===== src/rtl/kappa3_exec_ctrl_if.sv =====
// kappa3_exec_ctrl_if
//   Bundles the debugger-button requests, the core status the sequencer
//   observes and the control/status it returns.
//   master : debugger/core side (drives buttons, cstate, pc, breakpoint, halt)
//   slave  : execution sequencer (drives core_en, running, bp_hit, inst_count)
//   Signals:
//     btn_run/btn_phase/btn_inst  level button requests, already synchronised
//     cstate      one-hot core phase [0]=F [1]=DE [2]=EX [3]=WB
//     pc          core PC, meaningful while cstate[0]
//     bp_en/bp_addr  PC breakpoint enable and address
//     halt_req    core has decoded a halt instruction
//     core_en     one-phase advance enable to the core
//     running     sequencer is not idle
//     bp_hit      sticky "stopped on breakpoint" flag
//     inst_count  retired-instruction counter (wraps)
interface kappa3_exec_ctrl_if #(
    parameter int CW   = 32,
    parameter int PC_W = 32
);
    logic            btn_run;
    logic            btn_phase;
    logic            btn_inst;
    logic [3:0]      cstate;
    logic [PC_W-1:0] pc;
    logic            bp_en;
    logic [PC_W-1:0] bp_addr;
    logic            halt_req;
    logic            core_en;
    logic            running;
    logic            bp_hit;
    logic [CW-1:0]   inst_count;

    modport master (
        output btn_run, btn_phase, btn_inst, cstate, pc, bp_en, bp_addr, halt_req,
        input  core_en, running, bp_hit, inst_count
    );

    modport slave (
        input  btn_run, btn_phase, btn_inst, cstate, pc, bp_en, bp_addr, halt_req,
        output core_en, running, bp_hit, inst_count
    );
endinterface


===== src/rtl/kappa3_exec_ctrl.sv =====
// kappa3_exec_ctrl
//   Execution sequencer for the KAPPA3-LIGHT core. Converts run/stop,
//   step-phase and step-instruction button presses into a per-cycle phase
//   enable, stops on a PC breakpoint or a halt request, and counts retired
//   instructions.
//   Ports:
//     clock  CPU-side clock, all state changes on its rising edge
//     reset  asynchronous, active-low reset
//     bus    kappa3_exec_ctrl_if.slave (buttons, core status, core_en,
//            running, bp_hit, inst_count)
module kappa3_exec_ctrl #(
    parameter int CW   = 32,
    parameter int PC_W = 32
) (
    input  logic                clock,
    input  logic                reset,
    kappa3_exec_ctrl_if.slave   bus
);

    localparam logic [1:0] IDLE  = 2'd0;
    localparam logic [1:0] RUN   = 2'd1;
    localparam logic [1:0] PHASE = 2'd2;
    localparam logic [1:0] INST  = 2'd3;

    logic [1:0]    state_q, state_d;
    logic          runHist_q, phaseHist_q, instHist_q;
    logic          skipBp_q, skipBp_d;
    logic          bpHit_q, bpHit_d;
    logic          running_q;
    logic [CW-1:0] instCount_q, instCount_d;

    logic pressRun, pressPhase, pressInst;
    logic atFetch, atWriteBack, bpMatch;
    logic coreEn;

    // A press is the rising level of a button. History regs reset to 1 so a
    // button held through reset is not seen as a fresh press.
    assign pressRun   = bus.btn_run   & ~runHist_q;
    assign pressPhase = bus.btn_phase & ~phaseHist_q;
    assign pressInst  = bus.btn_inst  & ~instHist_q;

    // Phase decodes require a clean one-hot cstate; a corrupted phase neither
    // retires an instruction nor matches the breakpoint.
    assign atFetch     = (bus.cstate == 4'b0001);
    assign atWriteBack = (bus.cstate == 4'b1000);

    // skip_bp masks the breakpoint at the PC we resumed from, so a restart
    // from a breakpoint executes that instruction instead of re-hitting it.
    assign bpMatch = atFetch & bus.bp_en & (bus.pc == bus.bp_addr) & ~skipBp_q;

    // Next-state and core enable. Every stop source forces core_en low in the
    // same cycle it is seen, so the core never advances past a stop point.
    always_comb begin
        state_d  = state_q;
        skipBp_d = skipBp_q;
        bpHit_d  = bpHit_q;
        coreEn   = 1'b0;
        case (state_q)
            IDLE: begin
                if (!bus.halt_req) begin
                    if (pressRun) begin
                        state_d  = RUN;
                        skipBp_d = 1'b1;
                        bpHit_d  = 1'b0;
                    end else if (pressInst) begin
                        state_d = INST;
                        bpHit_d = 1'b0;
                    end else if (pressPhase) begin
                        state_d = PHASE;
                        bpHit_d = 1'b0;
                    end
                end
            end
            PHASE: begin
                coreEn  = ~bus.halt_req;
                state_d = IDLE;
            end
            INST: begin
                if (pressRun || bus.halt_req) begin
                    state_d = IDLE;
                end else begin
                    coreEn = 1'b1;
                    // The WB cycle is still enabled so the core lands on F.
                    if (atWriteBack) begin
                        state_d = IDLE;
                    end
                end
            end
            RUN: begin
                coreEn = ~(bpMatch | pressRun | bus.halt_req);
                if (!coreEn) begin
                    state_d = IDLE;
                end else begin
                    skipBp_d = 1'b0;
                end
                if (bpMatch) begin
                    bpHit_d = 1'b1;
                end
            end
            default: begin
                state_d = IDLE;
            end
        endcase

        instCount_d = instCount_q;
        if (coreEn && atWriteBack) begin
            instCount_d = instCount_q + CW'(1);
        end
    end

    // State, button history and status registers.
    always_ff @(posedge clock or negedge reset) begin
        if (!reset) begin
            state_q     <= IDLE;
            runHist_q   <= 1'b1;
            phaseHist_q <= 1'b1;
            instHist_q  <= 1'b1;
            skipBp_q    <= 1'b0;
            bpHit_q     <= 1'b0;
            running_q   <= 1'b0;
            instCount_q <= '0;
        end else begin
            state_q     <= state_d;
            runHist_q   <= bus.btn_run;
            phaseHist_q <= bus.btn_phase;
            instHist_q  <= bus.btn_inst;
            skipBp_q    <= skipBp_d;
            bpHit_q     <= bpHit_d;
            running_q   <= (state_d != IDLE);
            instCount_q <= instCount_d;
        end
    end

    assign bus.core_en    = coreEn;
    assign bus.running    = running_q;
    assign bus.bp_hit     = bpHit_q;
    assign bus.inst_count = instCount_q;

endmodule

===== src/flat_wrapper.sv =====
// flat-port wrapper written by rule: the top's interface ports become plain ports
module kappa3_exec_ctrl_flat 
#(
    parameter int CW   = 32,
    parameter int PC_W = 32
)
  (clock, reset, bus_btn_run, bus_btn_phase, bus_btn_inst, bus_cstate, bus_pc, bus_bp_en, bus_bp_addr, bus_halt_req, bus_core_en, bus_running, bus_bp_hit, bus_inst_count);
  kappa3_exec_ctrl_if #(.CW(CW), .PC_W(PC_W)) bus_i ();
  input  logic clock;
  input  logic reset;
  input wire logic [$bits(bus_i.btn_run)-1:0] bus_btn_run;
  input wire logic [$bits(bus_i.btn_phase)-1:0] bus_btn_phase;
  input wire logic [$bits(bus_i.btn_inst)-1:0] bus_btn_inst;
  input wire logic [$bits(bus_i.cstate)-1:0] bus_cstate;
  input wire logic [$bits(bus_i.pc)-1:0] bus_pc;
  input wire logic [$bits(bus_i.bp_en)-1:0] bus_bp_en;
  input wire logic [$bits(bus_i.bp_addr)-1:0] bus_bp_addr;
  input wire logic [$bits(bus_i.halt_req)-1:0] bus_halt_req;
  output wire logic [$bits(bus_i.core_en)-1:0] bus_core_en;
  output wire logic [$bits(bus_i.running)-1:0] bus_running;
  output wire logic [$bits(bus_i.bp_hit)-1:0] bus_bp_hit;
  output wire logic [$bits(bus_i.inst_count)-1:0] bus_inst_count;
  assign bus_i.btn_run = bus_btn_run;
  assign bus_i.btn_phase = bus_btn_phase;
  assign bus_i.btn_inst = bus_btn_inst;
  assign bus_i.cstate = bus_cstate;
  assign bus_i.pc = bus_pc;
  assign bus_i.bp_en = bus_bp_en;
  assign bus_i.bp_addr = bus_bp_addr;
  assign bus_i.halt_req = bus_halt_req;
  assign bus_core_en = bus_i.core_en;
  assign bus_running = bus_i.running;
  assign bus_bp_hit = bus_i.bp_hit;
  assign bus_inst_count = bus_i.inst_count;
  kappa3_exec_ctrl #(.CW(CW), .PC_W(PC_W)) u_core (.clock(clock), .reset(reset), .bus(bus_i));
endmodule

===== config.mk =====
export PLATFORM = sky130hd
export DESIGN_NAME = kappa3_exec_ctrl_flat
export DESIGN_NICKNAME = d
export VERILOG_FILES = /design/src/rtl/kappa3_exec_ctrl_if.sv /design/src/rtl/kappa3_exec_ctrl.sv /design/src/flat_wrapper.sv
export SDC_FILE = /design/constraint.sdc
export NUM_CORES = 1
export LEC_CHECK = 0
export BUFFER_PORTS_ARGS = -buffer_cell sky130_fd_sc_hd__buf_2
export CAP_MARGIN = 20
export CORE_MARGIN = 4
export CORE_UTILIZATION = 30
export CTS_CLUSTER_DIAMETER = 200
export DETAILED_ROUTE_END_ITERATION = 10
export HOLD_SLACK_MARGIN = 0.02
export SLEW_MARGIN = 15
export SYNTH_ARGS = -nofsm -noshare
export SYNTH_HDL_FRONTEND = slang
export SYNTH_SLANG_ARGS = --single-unit

===== constraint.sdc =====
create_clock -name clock -period 4.2 [get_ports clock]
set_clock_uncertainty 0.2 [all_clocks]
set_input_delay 0.42 -clock clock [delete_from_list [all_inputs] [get_ports clock]]
set_output_delay 0.42 -clock clock [all_outputs]
set_load 0.05 [all_outputs]

==> results of run 1 <==
==> area by class of cell <==
class	count	area share, %
Sequential cell	40	33.3
Multi-Input combinational cell	171	39.5
Inverter	13	1.62
Timing Repair Buffer	110	18.4
Clock buffer	6	2.74
Clock inverter	2	0.332
Tap cell	99	4.11
==> cells by family after synthesis <==
logic type	share of synthesized area [%]
muxes	0.501
DFF	44.7
adders and majority gates	0.557
AOI/OAI and AO/OA	7.46
xor gates and xnor gates	22.2
and+or+nand+nor	22.2
buffers and inverters	2.34
==> worst max-delay path: stages, from the launching register on <==
cell       delay (ns)
dfrtp_1          0.40
nand4bb_1        0.19
a221oi_1         0.22
nand4_1          0.12
nor4_1           0.62
a21oi_1          0.17
buf_2            0.24
==> layer usage <==
layer  GRT usage [%]  vias up  routed length [um]
met3            3.90        5                 476
met2            21.3       68                2620
met1            17.5      929                2710
met4            3.61        0                  58
li1                -     1012                   -
met5               0        -                   0
==> worst max-delay path by stage <==
stage | end | slack [ns] | cells past startpoint
global route | bus_core_en | 1.10 | 6
floorplan | u_core.bus.inst_count[29]$_DFFE_PN0P_ | 1.61 | 5
detailed placement | bus_core_en | 1.37 | 7
CTS | bus_core_en | 1.27 | 6
global placement | bus_core_en | 1.42 | 7
finish | bus_core_en | 1.32 | 6
==> cell usage in the layout (no fill, tap or decap), types with 6 or more instances in the layout <==
| cell type | n |
|---|---|
| buf_2 | 109 |
| xor2_1 | 45 |
| dfrtp_1 | 37 |
| nand2_1 | 16 |
| nor2_1 | 15 |
| inv_1 | 13 |
| nor3_1 | 13 |
| xnor2_1 | 12 |
| nand3_1 | 11 |
| nand4_1 | 10 |
| nor4_1 | 9 |
| clkbuf_8 | 6 |
==> flip-flops by register name (all words and copies together), names as in the netlist <==
| register | flops |
|---|---|
| u_core.phaseHist_q | 1 |
| u_core.bus.bp_hit | 1 |
| u_core.bus.inst_count | 32 |
| u_core.skipBp_q | 1 |
| u_core.instHist_q | 1 |
| u_core.state_q | 2 |
| u_core.runHist_q | 1 |
| u_core.bus.running | 1 |
==> power by group through the flow <==
stage               logic, mW  clock network [mW]  registers [mW]
detailed placement      0.154                   0           0.427
CTS                     0.155               0.277           0.419
global placement        0.152                   0           0.427
floorplan              0.0588                   0           0.450
finish                  0.153               0.268           0.420
global route            0.170               0.298           0.423
==> repair_timing <==
item                                   in CTS  in global routing
endpoints found under the hold margin       0                  1
setup buffers                               0                  0
hold buffers                                0                  1
==> through the flow <==
stage / utilization (%) / hold WS (ns)
2_1_floorplan: - / -0.0756
4_1_cts: 41.4 / 0.0230
5_1_grt: 41.6 / 0.0205
3_3_place_gp: 40.2 / 0.254
3_5_place_dp: 40.2 / 0.260
6_report: 41.6 / 0.0398
==> impl_results.md, run 1 <==
* Final hold viol count at 0
* Residual DRC count at 0
* H-tree depth at 2
* # fillers at 747
* Final Instance Area at 3020 um^2
* Pre-CTS setup slack at 1.37 ns
* Placed insts at 432
* Mapped Avg Cell Area at 9.99 um^2
* Setup crit start: u_core.skipBp_q$_DFFE_PN0P_
* Iteration-0 DRC Markers at 63
* Nets at 417
* Ys Warns at 0
* Synth Cell Area at 2250 um^2
* Final min period at 2.88 ns
* Hold Crit Start: bus_btn_phase
* Die area at 8940 um^2
* Tightest Pin Transition at 0.908 ns
* Ant. Diodes at 0
* R2R depth at 5
* Reg-to-Reg End: u_core.bus.inst_count[29]$_DFFE_PN0P_
* Initial core utilization at 31.0%
* Reg2reg setup slack at 1.48 ns
* Syn nets at 301
* Hpwl dp at 4600 um
* Initial antenna violation count at 0
* Drt first pass iters at 4
* Mapped Cells at 225
* Net Sw Frac at 29.2%
* Peak VDD IR at 0.126 mV
* Final Slew Violations at 0
* Antenna-violating nets left at 0
* Crit path arrival time at 2.26 ns
* Die H at 94.5 um
* Setup TNS at 0 ns
* Critical R2R Launch: u_core.bus.inst_count[3]$_DFFE_PN0P_
* Comb pwr share at 18.2%
* NetSw at 0.245 mW
* Asr flop ratio synth at 100%
* Dominant synthesized flop cell: dfrtp_1
* Cell-internal power at 0.595 mW
* Core area at 7250 um^2
* Status: complete, no violations
* Post-synth top area share at 41.2%
* Worst-path clk slew at 0.08 ns
* Clock Latency Late Sink at 0.29 ns
* Total Power at 0.840 mW
* RSZ-0062 raised after global routing: false
* Crit end category: primary output
* Reg power frac at 50.0%
* First-pass GRT wire length at 9430 um
* Clk Tree Root Cell: clkbuf_8
* Max Cap Violations at 0
* Area of the multi-input gates at 1190 um^2
* DR vias/cell at 4.57
* Clk pwr share at 31.9%
* Post-Layout Cell Count at 441
* Max Root-Sink Buffers at 2
* CTS buffer count at 5
* Die span in x at 94.5 um
* Layout cells sized above 1 at 38.0%
* PnR worst setup slack at 1.32 ns
* Total wire length at 5860 um
* Sink Count at 40
* Post-synth cell types at 37
* EDFF count, synth at 0
* Crit start category: flop
* Area occupied by registers at 1000 um^2
* Vias in the first global route at 2008
* Relative slew slack at 39.4%
* Post-synthesis sequential element count at 40
* GRT Resource Usage Total at 13.3%
* CP max FO at 4
* Setup Crit Path Kind: reg2out
* Synth cell count leaders: xor2_1 (45), dfrtp_1 (37), nand2_1 (16), nor2_1 (15)
* Pwr per Cell Area at 279 nW/um^2
* LEAKAGE at 1.56 nW
* Register area share after synthesis at 44.7%
* Vias post-DR at 2014
* TritonCTS clock tree: done
* I/O pin count at 110
* PostCTS Resize Cnt at 0
* WHS Path Cells at 1
* Most common cell in the netlist: xor2_1
* WHS Endpoint: u_core.phaseHist_q$_DFF_PN1_
* Num rows at 31
* Worst Hold Class: in2reg
* Largest net degree at the start of global routing at 41
* Routed len/inst at 13.3 um
* RePlAce Congestion at 0.770
* Yosys top cell by area: dfrtp_1
* Setup Viol. Count Final at 0
* Area contributors post-synth: dfrtp_1 (41%), xor2_1 (18%), xnor2_1 (4.7%)
* Max Freq at 348 MHz
* WP data required at 3.58 ns
* GRT overflow at 0
* Period utilisation layout at 68.5%
* Port bufs at 109
* Placed cell areas at 2910 um^2
* Area Overhead vs Synth at 34.2%
(Power assumes the default switching activity.)
==> inputs of run 2 (changes only) <==
--- a/config.mk
+++ b/config.mk
@@ -5,6 +5,7 @@
 export SDC_FILE = /design/constraint.sdc
 export NUM_CORES = 1
 export LEC_CHECK = 0
+export ABC_AREA = 1
 export BUFFER_PORTS_ARGS = -buffer_cell sky130_fd_sc_hd__buf_2
 export CAP_MARGIN = 20
 export CORE_MARGIN = 4
==> constraint.sdc (replaced) <==
create_clock -name clock -period 2.7 [get_ports clock]
set_clock_uncertainty 0.2 [all_clocks]
set_input_delay 0.27 -clock clock [delete_from_list [all_inputs] [get_ports clock]]
set_output_delay 0.27 -clock clock [all_outputs]
set_load 0.05 [all_outputs]
==> impl_results.md, run 2 <==
* Worst-path clk slew at 0.07 ns (about the same)
* Syn nets at 538 (+79%)
* Crit end category: primary output
* Die span in x at 108 um (+14%)
* EDFF count, synth at 0 (unchanged)
* Register area share after synthesis at 33.3% (-11 points)
* Tightest Pin Transition at 0.928 ns (+0.0197 ns)
* Hold Buf Count CTS at 4 (+4)
* Crit path arrival time at 1.95 ns (-0.31 ns)
* Setup Crit Path Kind: in2out
* Core area at 9770 um^2 (+35%)
* Max Root-Sink Buffers at 2 (unchanged)
* Net Sw Frac at 34.5% (+5.3 points)
* Vias post-DR at 3176 (+58%)
* Vias in the first global route at 3095 (+54%)
* Synth cell count leaders: nand2_1 (170), inv_1 (60), nand3_1 (48), nor2_1 (43), dfrtp_1 (37)
* Number of flip-flops in the largest register at 32 (unchanged)
* Clk Tree Root Cell: clkbuf_8
* Residual DRC count at 0 (unchanged)
* Most common cell in the netlist: nand2_1
* H-tree depth at 2 (unchanged)
* Initial core utilization at 30.8% (-0.16 points)
* Dominant synthesized flop cell: dfrtp_1
* XOR/XNOR Fraction of Synth Area at 11.6% (-11 points)
* Largest family of logic cells by synthesized area: simple AND/OR/NAND/NOR gates
* Area share of and/or/nand/nor cells after synthesis at 43.1% (+21 points)
* Most common cell after layout, fill and taps aside: nand2_1
* Area contributors post-synth: dfrtp_1 (31%), nand2_1 (21%), nand3_1 (8.0%)
* CP max FO at 16 (+12)
* Routed len/inst at 12.0 um (-10%)
* Synth Cell Area at 3010 um^2 (+34%)
* Sink Count at 40 (unchanged)
* CTS buffer count at 5 (unchanged)
* Die H at 108 um (+14%)
* Mapped Avg Cell Area at 6.52 um^2 (-35%)
* Relative slew slack at 38.1% (-1.3 points)
* Mapped Cells at 462 (+110%)
* Largest net degree at the start of global routing at 41 (unchanged)
* Clock Latency Late Sink at 0.29 ns (about the same)
* Asr flop ratio synth at 100% (unchanged)
* Slowest cell on the critical path: dlygate4sd3_1
* LEAKAGE at 2.23 nW (+43%)
* Peak VDD IR at 0.142 mV (+13%)
* Antenna-violating nets left at 0 (unchanged)
* DR vias/cell at 4.48 (-1.9%)
* Status: complete, no violations
* Comb pwr share at 27.4% (+9.2 points)
* Drt first pass iters at 4 (unchanged)
* Pre-CTS setup slack at 0.542 ns (-0.832 ns)
* Post-synth cell types at 25 (-32%)
* Ys Warns at 0 (unchanged)
* Nets at 651 (+56%)
* Num rows at 36 (+16%)
* Crit start category: primary input
* Setup Viol. Count Final at 0 (unchanged)
* PostCTS Resize Cnt at 0 (unchanged)
* Kind of cell adding the most delay to the critical path: buffers and inverters
* Final min period at 2.42 ns
* Commonest cells after routing, fill and taps aside: nand2_1 (170), buf_2 (109), inv_1 (60)
* Worst path cell trace: dlygate4sd3_1 -> buf_2 -> inv_1 -> nor2_1 -> nor2_1 -> nand3_1 -> nand3_4 -> buf_2
* Hpwl dp at 6910 um (+50%)
* PnR worst setup slack at 0.281 ns (-1.04 ns)
* First-pass GRT wire length at 13900 um (+47%)
* Area Overhead vs Synth at 26.5%
* Period utilisation layout at 89.6%
* TritonCTS clock tree: done
* Max Cap Violations at 0 (unchanged)
* Worst Hold Class: in2reg
* Max Freq at 413 MHz
* Final Slew Violations at 0 (unchanged)
* I/O pin count at 110 (unchanged)
* Setup TNS at 0 ns (unchanged)
* Iteration-0 DRC Markers at 126 (+100%)
* NetSw at 0.501 mW (+100%)
* WP data required at 2.23 ns (-1.35 ns)
* Post-CTS Setup Repair Bufs at 0 (unchanged)
* Post-synth top area share at 30.7% (-10 points)
* RSZ-0062 raised after global routing: false
* GRT overflow at 0 (unchanged)
* GRT Resource Usage Total at 14.6% (+1.3 points)
* Clk pwr share at 26.7% (-5.2 points)
* Max stage delay on crit path at 0.54 ns (-0.08 ns)
* Cell-internal power at 0.949 mW (+60%)
* Post-synthesis sequential element count at 40 (unchanged)
* Port bufs at 109 (unchanged)
* Die area at 11700 um^2 (+31%)
* Reg power frac at 45.9% (-4.1 points)
* Initial antenna violation count at 0 (unchanged)
* Yosys top cell by area: dfrtp_1
* RePlAce Congestion at 0.877 (+14%)
* Mux cell area share after synthesis at 0% (-0.50 points)
* Ant. Diodes at 0 (unchanged)
* Layout cells sized above 1 at 22.9% (-15 points)
* Pwr per Cell Area at 381 nW/um^2 (+37%)
* Final hold viol count at 0 (unchanged)
* CP Buf/Inv Count at 4 (+3)
* Synth Area in Compound Gates at 1.70% (-5.8 points)
* Total wire length at 8470 um (+45%)
* Adder-Cell Fraction of Synth Area at 0.415% (-0.14 points)
run 2: cell types whose count changed in the layout (fill, tap and decap cells not counted), moves of 5 or more:
cell     delta
nor2b_1     -5
nand2_1   +154
inv_1      +47
nand3_1    +37
nor2_1     +28
xor2_1     -20
run 2: final timing paths:
check	startpoint	endpoint	slack (ns)	depth (start not counted)
max	bus_btn_run	bus_core_en	0.28	8
min	bus_halt_req	u_core.state_q[1]$_DFF_PN0_	0.12	4
max reg2reg	u_core.bus.inst_count[2]$_DFFE_PN0P_	u_core.bus.inst_count[31]$_DFFE_PN0P_	0.56	10
min reg2reg	u_core.bus.bp_hit$_DFFE_PN0P_	u_core.bus.bp_hit$_DFFE_PN0P_	0.29	2
max in group asynchronous	reset	u_core.bus.inst_count[0]$_DFFE_PN0P_	1.27	2
min in group asynchronous	reset	u_core.bus.inst_count[26]$_DFFE_PN0P_	0.46	2
run 2: power groups by stage:
stage,Clock (mW),Combinational [mW],Sequential (mW)
final,0.387,0.398,0.665
after CTS,0.404,0.404,0.666
after floorplan,0,0.181,0.750
after detailed placement,0,0.399,0.677
after global placement,0,0.393,0.677
after global routing,0.426,0.441,0.673
run 2: cells by family after synthesis:
logic type                 after synthesis
xor gates and xnor gates                40
DFF                                     40
buffers and inverters                   71
adders and majority gates                1
and+or+nand+nor                        300
AOI/OAI and AO/OA                       10
run 2: metrics by stage:
step	std cells	total power [mW]	area (um^2)	hold WS, ns	util (%)
6_report	709	1.45	3810	0.121	39.0
5_1_grt	709	1.54	3810	0.136	39.0
4_1_cts	709	1.47	3810	0.111	39.0
3_5_place_dp	697	1.08	3690	0.188	37.7
3_3_place_gp	697	1.07	3690	0.187	37.7
2_1_floorplan	462	0.931	3010	-0.226	-
run 2: tightest hold or removal path, delay by kind of cell:
kind	cells	cell delay, ns
AND/OR/NAND/NOR	2	0.14
AO/OA/AOI/OAI	1	0.04
buffers and inverters	1	0.12
run 2: final cells by class:
| class | count | area (um^2) |
|---|---|---|
| Clock buffer | 7 | 76.3 |
| Timing Repair Buffer | 116 | 608 |
| Clock inverter | 1 | 5.00 |
| Inverter | 61 | 229 |
| Tap cell | 133 | 166 |
| Fill cell | 1060 | 5960 |
| Sequential cell | 40 | 1000 |
| Multi-Input combinational cell | 351 | 1720 |
run 2: per-layer routing:
metal	global-route usage (%)	up-vias	part of all wire [%]
met4	4.51	0	2.1
met1	17.2	1400	43
met5	0	-	0
met3	2.63	14	6.4
met2	26.7	98	48
li1	-	1664	-
